File: src/rtl/imm_encoder.sv
// Packs a RISC-V immediate into an instruction word and range-checks it.
// One-stage valid/ready register toward instruction memory.
module imm_encoder #(
  parameter int ADDR_W = 32
) (
  input  logic              clk,
  input  logic              rst_n,
  input  logic              clr,
  input  logic              in_valid,
  output logic              in_ready,
  input  logic [1:0]        ImmSrc,
  input  logic [31:0]       base,
  input  logic [31:0]       imm,
  output logic              out_valid,
  input  logic              out_ready,
  output logic [31:0]       instr,
  output logic [ADDR_W-1:0] addr,
  output logic              err,
  output logic              err_sticky,
  output logic [7:0]        err_cnt
);

  typedef enum logic {
    EMPTY,
    FULL
  } state_t;

  state_t            state;
  state_t            state_nx;
  logic              accept;
  logic              drain;
  logic [31:0]       word;
  logic              bad;
  logic [ADDR_W-1:0] pc;

  assign out_valid = (state == FULL);
  assign in_ready  = !out_valid || out_ready;
  assign accept    = in_valid && in_ready && !clr;
  assign drain     = out_valid && out_ready;

  // Scatter immediate; check that the dropped upper bits are pure sign.
  always_comb begin
    word = base;
    bad  = 1'b0;
    unique case (ImmSrc)
      2'b00: begin
        word[31:20] = imm[11:0];
        bad = !(&imm[31:11] || ~|imm[31:11]);
      end
      2'b01: begin
        word[31:25] = imm[11:5];
        word[11:7]  = imm[4:0];
        bad = !(&imm[31:11] || ~|imm[31:11]);
      end
      2'b10: begin
        word[31]    = imm[12];
        word[30:25] = imm[10:5];
        word[11:8]  = imm[4:1];
        word[7]     = imm[11];
        bad = !(&imm[31:12] || ~|imm[31:12])
              || imm[0];
      end
      2'b11: begin
        word[31]    = imm[20];
        word[30:21] = imm[10:1];
        word[20]    = imm[11];
        word[19:12] = imm[19:12];
        bad = !(&imm[31:20] || ~|imm[31:20])
              || imm[0];
      end
    endcase
  end

  always_comb begin
    state_nx = state;
    unique case (state)
      EMPTY: if (accept) state_nx = FULL;
      FULL:  if (drain && !accept) state_nx = EMPTY;
    endcase
    if (clr) state_nx = EMPTY;
  end

  always_ff @(posedge clk or negedge rst_n) begin
    if (!rst_n) state <= EMPTY;
    else        state <= state_nx;
  end

  always_ff @(posedge clk or negedge rst_n) begin
    if (!rst_n) begin
      instr <= '0;
      addr  <= '0;
      err   <= 1'b0;
    end else if (accept) begin
      instr <= word;
      addr  <= pc;
      err   <= bad;
    end
  end

  always_ff @(posedge clk or negedge rst_n) begin
    if (!rst_n) begin
      pc         <= '0;
      err_sticky <= 1'b0;
      err_cnt    <= '0;
    end else if (clr) begin
      pc         <= '0;
      err_sticky <= 1'b0;
      err_cnt    <= '0;
    end else if (accept) begin
      pc <= pc + ADDR_W'(4);
      if (bad) begin
        err_sticky <= 1'b1;
        if (err_cnt != 8'hFF) err_cnt <= err_cnt + 8'd1;
      end
    end
  end

endmodule

File: config.mk
export PLATFORM = sky130hd
export DESIGN_NAME = imm_encoder
export DESIGN_NICKNAME = d
export VERILOG_FILES = /design/src/rtl/imm_encoder.sv
export SDC_FILE = /design/constraint.sdc
export NUM_CORES = 1
export LEC_CHECK = 0
export ABC_CLOCK_PERIOD_IN_PS = 4400
export BUFFER_PORTS_ARGS = -buffer_cell sky130_fd_sc_hd__buf_2
export CAP_MARGIN = 5
export CORE_MARGIN = 5
export CORE_UTILIZATION = 55
export CTS_CLUSTER_SIZE = 12
export DETAILED_ROUTE_END_ITERATION = 10
export PLACE_DENSITY_LB_ADDON = 0.08
export SYNTH_ARGS = -nofsm -noshare
export SYNTH_HDL_FRONTEND = slang
export SYNTH_SLANG_ARGS = --single-unit
File: constraint.sdc
create_clock -name clk -period 4.4 [get_ports clk]
set_input_delay 0.88 -clock clk [delete_from_list [all_inputs] [get_ports clk]]
set_output_delay 0.88 -clock clk [all_outputs]
set_load 0.03 [all_outputs]
# Yosys cells after proc, flatten, opt, wreduce, memory -nomap -nowiden
# Index checks and enable logic that the tools add are counted.
[word_totals]
reg_bits = 107
wordCells = 64
input_bits = 71
out_inout_bits = 76
[op_classes]
mux = 18
add_sub_neg = 2
reduce_logical = 32
eq_ne = 4
bitwise = 1
[op_table]
columns = ["op", "n"]
rows = [
  ["$mux 32", 2],
  ["$mux 8", 5],
  ["$add 32x3->32 const B", 1],
  ["$pmux 7 s3", 1],
  ["$reduce_and 21->1", 1],
  ["$reduce_or 21->1", 1],
  ["$pmux 5 s2", 2],
  ["$reduce_and 20->1", 1],
  ["$reduce_or 20->1", 1],
  ["$reduce_and 12->1", 1],
  ["$reduce_or 12->1", 1],
  ["$logic_not 1->1", 9],
  ["$add 8x1->8 const B", 1],
  ["$ne 8x8->1 const B", 1],
  ["$logic_or 1x1->1", 6],
  ["$mux 1", 6],
  ["$reduce_bool 2->1", 3],
  ["$eq 2x2->1 const B", 2],
  ["$logic_and 1x1->1", 4],
  ["$pmux 1 s3", 1],
  ["$reduce_and 3->1", 1],
  ["$eq 2x1->1 const B", 1],
  ["$logic_not 2->1", 1],
  ["$pmux 1 s2", 1],
  ["3 further kinds", 3],
]

# Depth between registers and ports, before layout
[logic_depth]
ltp_word = 9
mapped_depth = 7
depth_no_buf = 7

# Worst setup path before layout
# Ideal clock, no wire load.
[synth_timing]
path_kind = "input to register"
startpoint = "input ImmSrc[0]"
endpoint = "register err_cnt[2]"
path_buffers = 0
setup_time_ns = 0.128
cell_stages = 7
path_slack_ns = 1.461
arrival_time_ns = 2.811
required_ns = 4.272
path_cell_list = "inv_1 -> ha_1 -> or3b_1 -> a211o_1 -> a2111oi_4 -> nor4b_1 -> mux2_1"
[synth_via]
elab_chain_cells = 5
elab_cells_between_ends = 8
cone_classes = "3 x eq/ne; 1 x mux; 4 x reduce/logical"
[synth_rtl]
columns = ["item", "line_no", "rtl"]
rows = [
  ["start, declared", "11", "input logic [1:0] ImmSrc,"],
  ["$eq 2x1->1 / $logic_not 2->1 (equally long branches)", "45", "unique case (ImmSrc)"],
  ["$reduce_or 2->1 (no source line)", "n/a", ""],
  ["$pmux 1 s3 (*)", "45", ""],
  ["$reduce_bool 2->1 (no source line) (*)", "n/a", ""],
  ["$reduce_and 3->1 (no source line) (*)", "n/a", ""],
  ["end signal, assigned", "113", "if (err_cnt != 8'hFF) err_cnt <= err_cnt + 8'd1;"],
  ["end, declared", "20", "output logic [7:0] err_cnt"],
]
# Every way passes the cells marked *; elsewhere a longest branch is shown, timed or not.
# A chain may end at the register's enable or synchronous reset.

# Final worst setup path
[layout_timing]
startpoint = "input ImmSrc[0]"
endpoint = "register err_cnt[0]"
# The elaborated chain is that of the path after synthesis.

==> metrics.cfg <==
[outcome]
status=completed

[synthesis]
synth_top_cell_by_area=dfrtp_1
synth.distinct_cells=44
synth_ff_type=dfrtp_1
avgSynthCellArea_um2=9.16
ys_ff_latch=103
ys_warn_count=0
synth_edf_count=0
seq_area_frac_synth_pct=53.6
synth_cells=525
synth-async-reset-ratio_pct=100
syn_area_mm2=0.00481
synth_area_leaders=dfrtp_1 (54%), nand2_1 (12%), o21ai_0 (3.1%)
synth_top_area_share_pct=53.6

[power]
ir_worst_vdd_mv=0.196
cellPowerDensity_mw_per_mm2=335
power_leakage_nw=2.90
fin_total_pwr_mw=1.92

[clock_tree]
post_cts.repair.setup_buffers=0
cts_buffer_depth=2
cts_hold_buf=0
clock_latency_ns=0.36
cts_made_buffers=9
cts_tree=yes
clkTransAtPathRegs_ns=0.10
post_cts_resized=0
h-tree-depth=3
root_buffer=clkbuf_8
cts_sinks=103

[critical_path]
rrSetupSlack_ns=1.84
crit_fanout=14
ff2ff_path_depth=5
crit_arrival_ns=3.37
worstReg2RegEnd=pc[21]
critPathCaptureType=flop
critical_path_class=in2reg
crit_slowest_cell=a2111oi_4
max_stage_delay_ns=0.63
crit-reg2reg-launch=pc[5]
required_ns=4.64
startpoint_type=input port
cp_cell_sequence=buf_2 -> ha_1 -> or3b_1 -> a211o_1 -> a2111oi_4 -> nor3_2 -> mux2_1

[final_layout]
drive_gt1_share_pct=25.4
area_growth_pct=19.5
finalNonFillerCells=765
nNetsFinal=729
layout_common_cells=nand2_1 (153), buf_2 (136), dfrtp_1 (103)
diodes=0
final_common_cell=nand2_1

[global_route]
antenna_found_initial=0
grt_pass1_vias=4027
grt_use_met3_pct=4.10
use_met1_pct=30.6
grt_util_met2_pct=33.2
grt_max_degree=69
grt_overflow=0
grt_busiest_layer=met2
grt_pass1_wl_um=19600
grt.total_usage_pct=21.3

[place]
portBuffers=137
dp.cells=749
gp_routability_congestion=0.813
hpwlAfterDp_um=8150
pre_cts_slack_ns=0.921

[drt]
first_pass_iters=5
finalWirelength_um=11400
drc=0
vias=4163
routed_via_density=5.44
ant_nets=0
drt_iter0_markers=165
wl_per_cell_um=14.9

[floorplan]
die_area_mm2=0.0107
start_util_pct=55.7
core_mm2=0.00864
pin_count=147
die_h_um=104
dieWidth_um=104
core.rowCount=34

[timing]
slew_headroom_pct=35.2
finalCriticalPeriod_ns=3.14
timing.final.crit_share_pct=71.3
tightestPinTransition_ns=0.957
setup_slack_ns=1.26
drv_slew=0
hold_viol=0
max_freq_ghz=0.319
finClkSkew_ns=0.0126
rsz0062_at_grt=no
fin_setup_tns_ns=0
setup_viol=0

[flow_run]
maxCapViolCount=0

[min_path]
worstHoldPathType=in2async

-- kinds of logic after synthesis --
| group | after synthesis | share of synthesized area, % |
|---|---|---|
| flops | 103 | 53.6 |
| mux | 12 | 2.60 |
| simple gates | 279 | 26.7 |
| fa+ha+maj | 6 | 1.56 |
| compound gates | 66 | 8.48 |
| other cells | 1 | 0.0780 |
| buf+inv | 36 | 2.99 |
| xor+xnor | 22 | 4.01 |
-- Yosys cell counts (7+ instances only) --
library cell / count
nor2b_1: 9
inv_1: 9
a21oi_1: 15
clkbuf_1: 22
nand3_1: 15
nand4_1: 13
nand2_1: 153
nor2_1: 32
nor4_1: 14
or3_1: 10
dfrtp_1: 103
a22oi_1: 7
o21ai_0: 30
xnor2_1: 16
mux2i_1: 8
-- critical path: cells and delay by family --
kind | cells | cell delay [ns]
buf+inv | 1 | 0.12
fa+ha+maj | 1 | 0.43
mux | 1 | 0.34
simple gates | 2 | 0.63
compound gates | 2 | 0.97
-- power by group --
group          internal, mW  switching (mW)
clock                 0.211           0.336
combinational        0.0997           0.245
sequential             1.00          0.0310
total                  1.31           0.612
-- stage by stage --
stage	hold slack [ns]	utilization [%]	instance area [um^2]
after global routing	0.438	66.6	5750
after CTS	0.428	66.6	5750
after detailed placement	0.457	64.5	5570
final	0.428	66.6	5750
after floorplan	0.460	-	4810
after global placement	0.452	64.5	5570
-- area by class of cell --
cell class | count | area [um^2]
clock buffer | 9 | 124
clock inverter | 7 | 53.8
fill | 722 | 2890
inverter | 9 | 33.8
multi-input combinational | 387 | 2100
sequential | 103 | 2580
tap | 108 | 135
timing repair buffer | 142 | 726
-- routing by layer --
| layer | part of all wire [%] | wire (um) | up-vias |
|---|---|---|---|
| met5 | 0 | 0 | - |
| met4 | 0.76 | 87 | 0 |
| met3 | 5.4 | 612 | 7 |
| met2 | 47 | 5400 | 117 |
| met1 | 47 | 5310 | 2007 |
| li1 | - | - | 2032 |
-- registers in the layout (all words and copies together) (netlist names) --
signal / cells
err: 1
addr: 30
instr: 32
pc: 30
err_sticky: 1
err_cnt: 8
out_valid: 1
-- how the worst max path moves through the flow --
stage	start	to
final	ImmSrc[0]	err_cnt[0]
after global routing	ImmSrc[0]	err_cnt[0]
after global placement	ImmSrc[0]	err_cnt[2]
after detailed placement	ImmSrc[0]	err_cnt[0]
after CTS	ImmSrc[0]	err_cnt[0]
after floorplan	ImmSrc[0]	err_cnt[2]
Note: power is estimated with default switching activity, not from simulation.
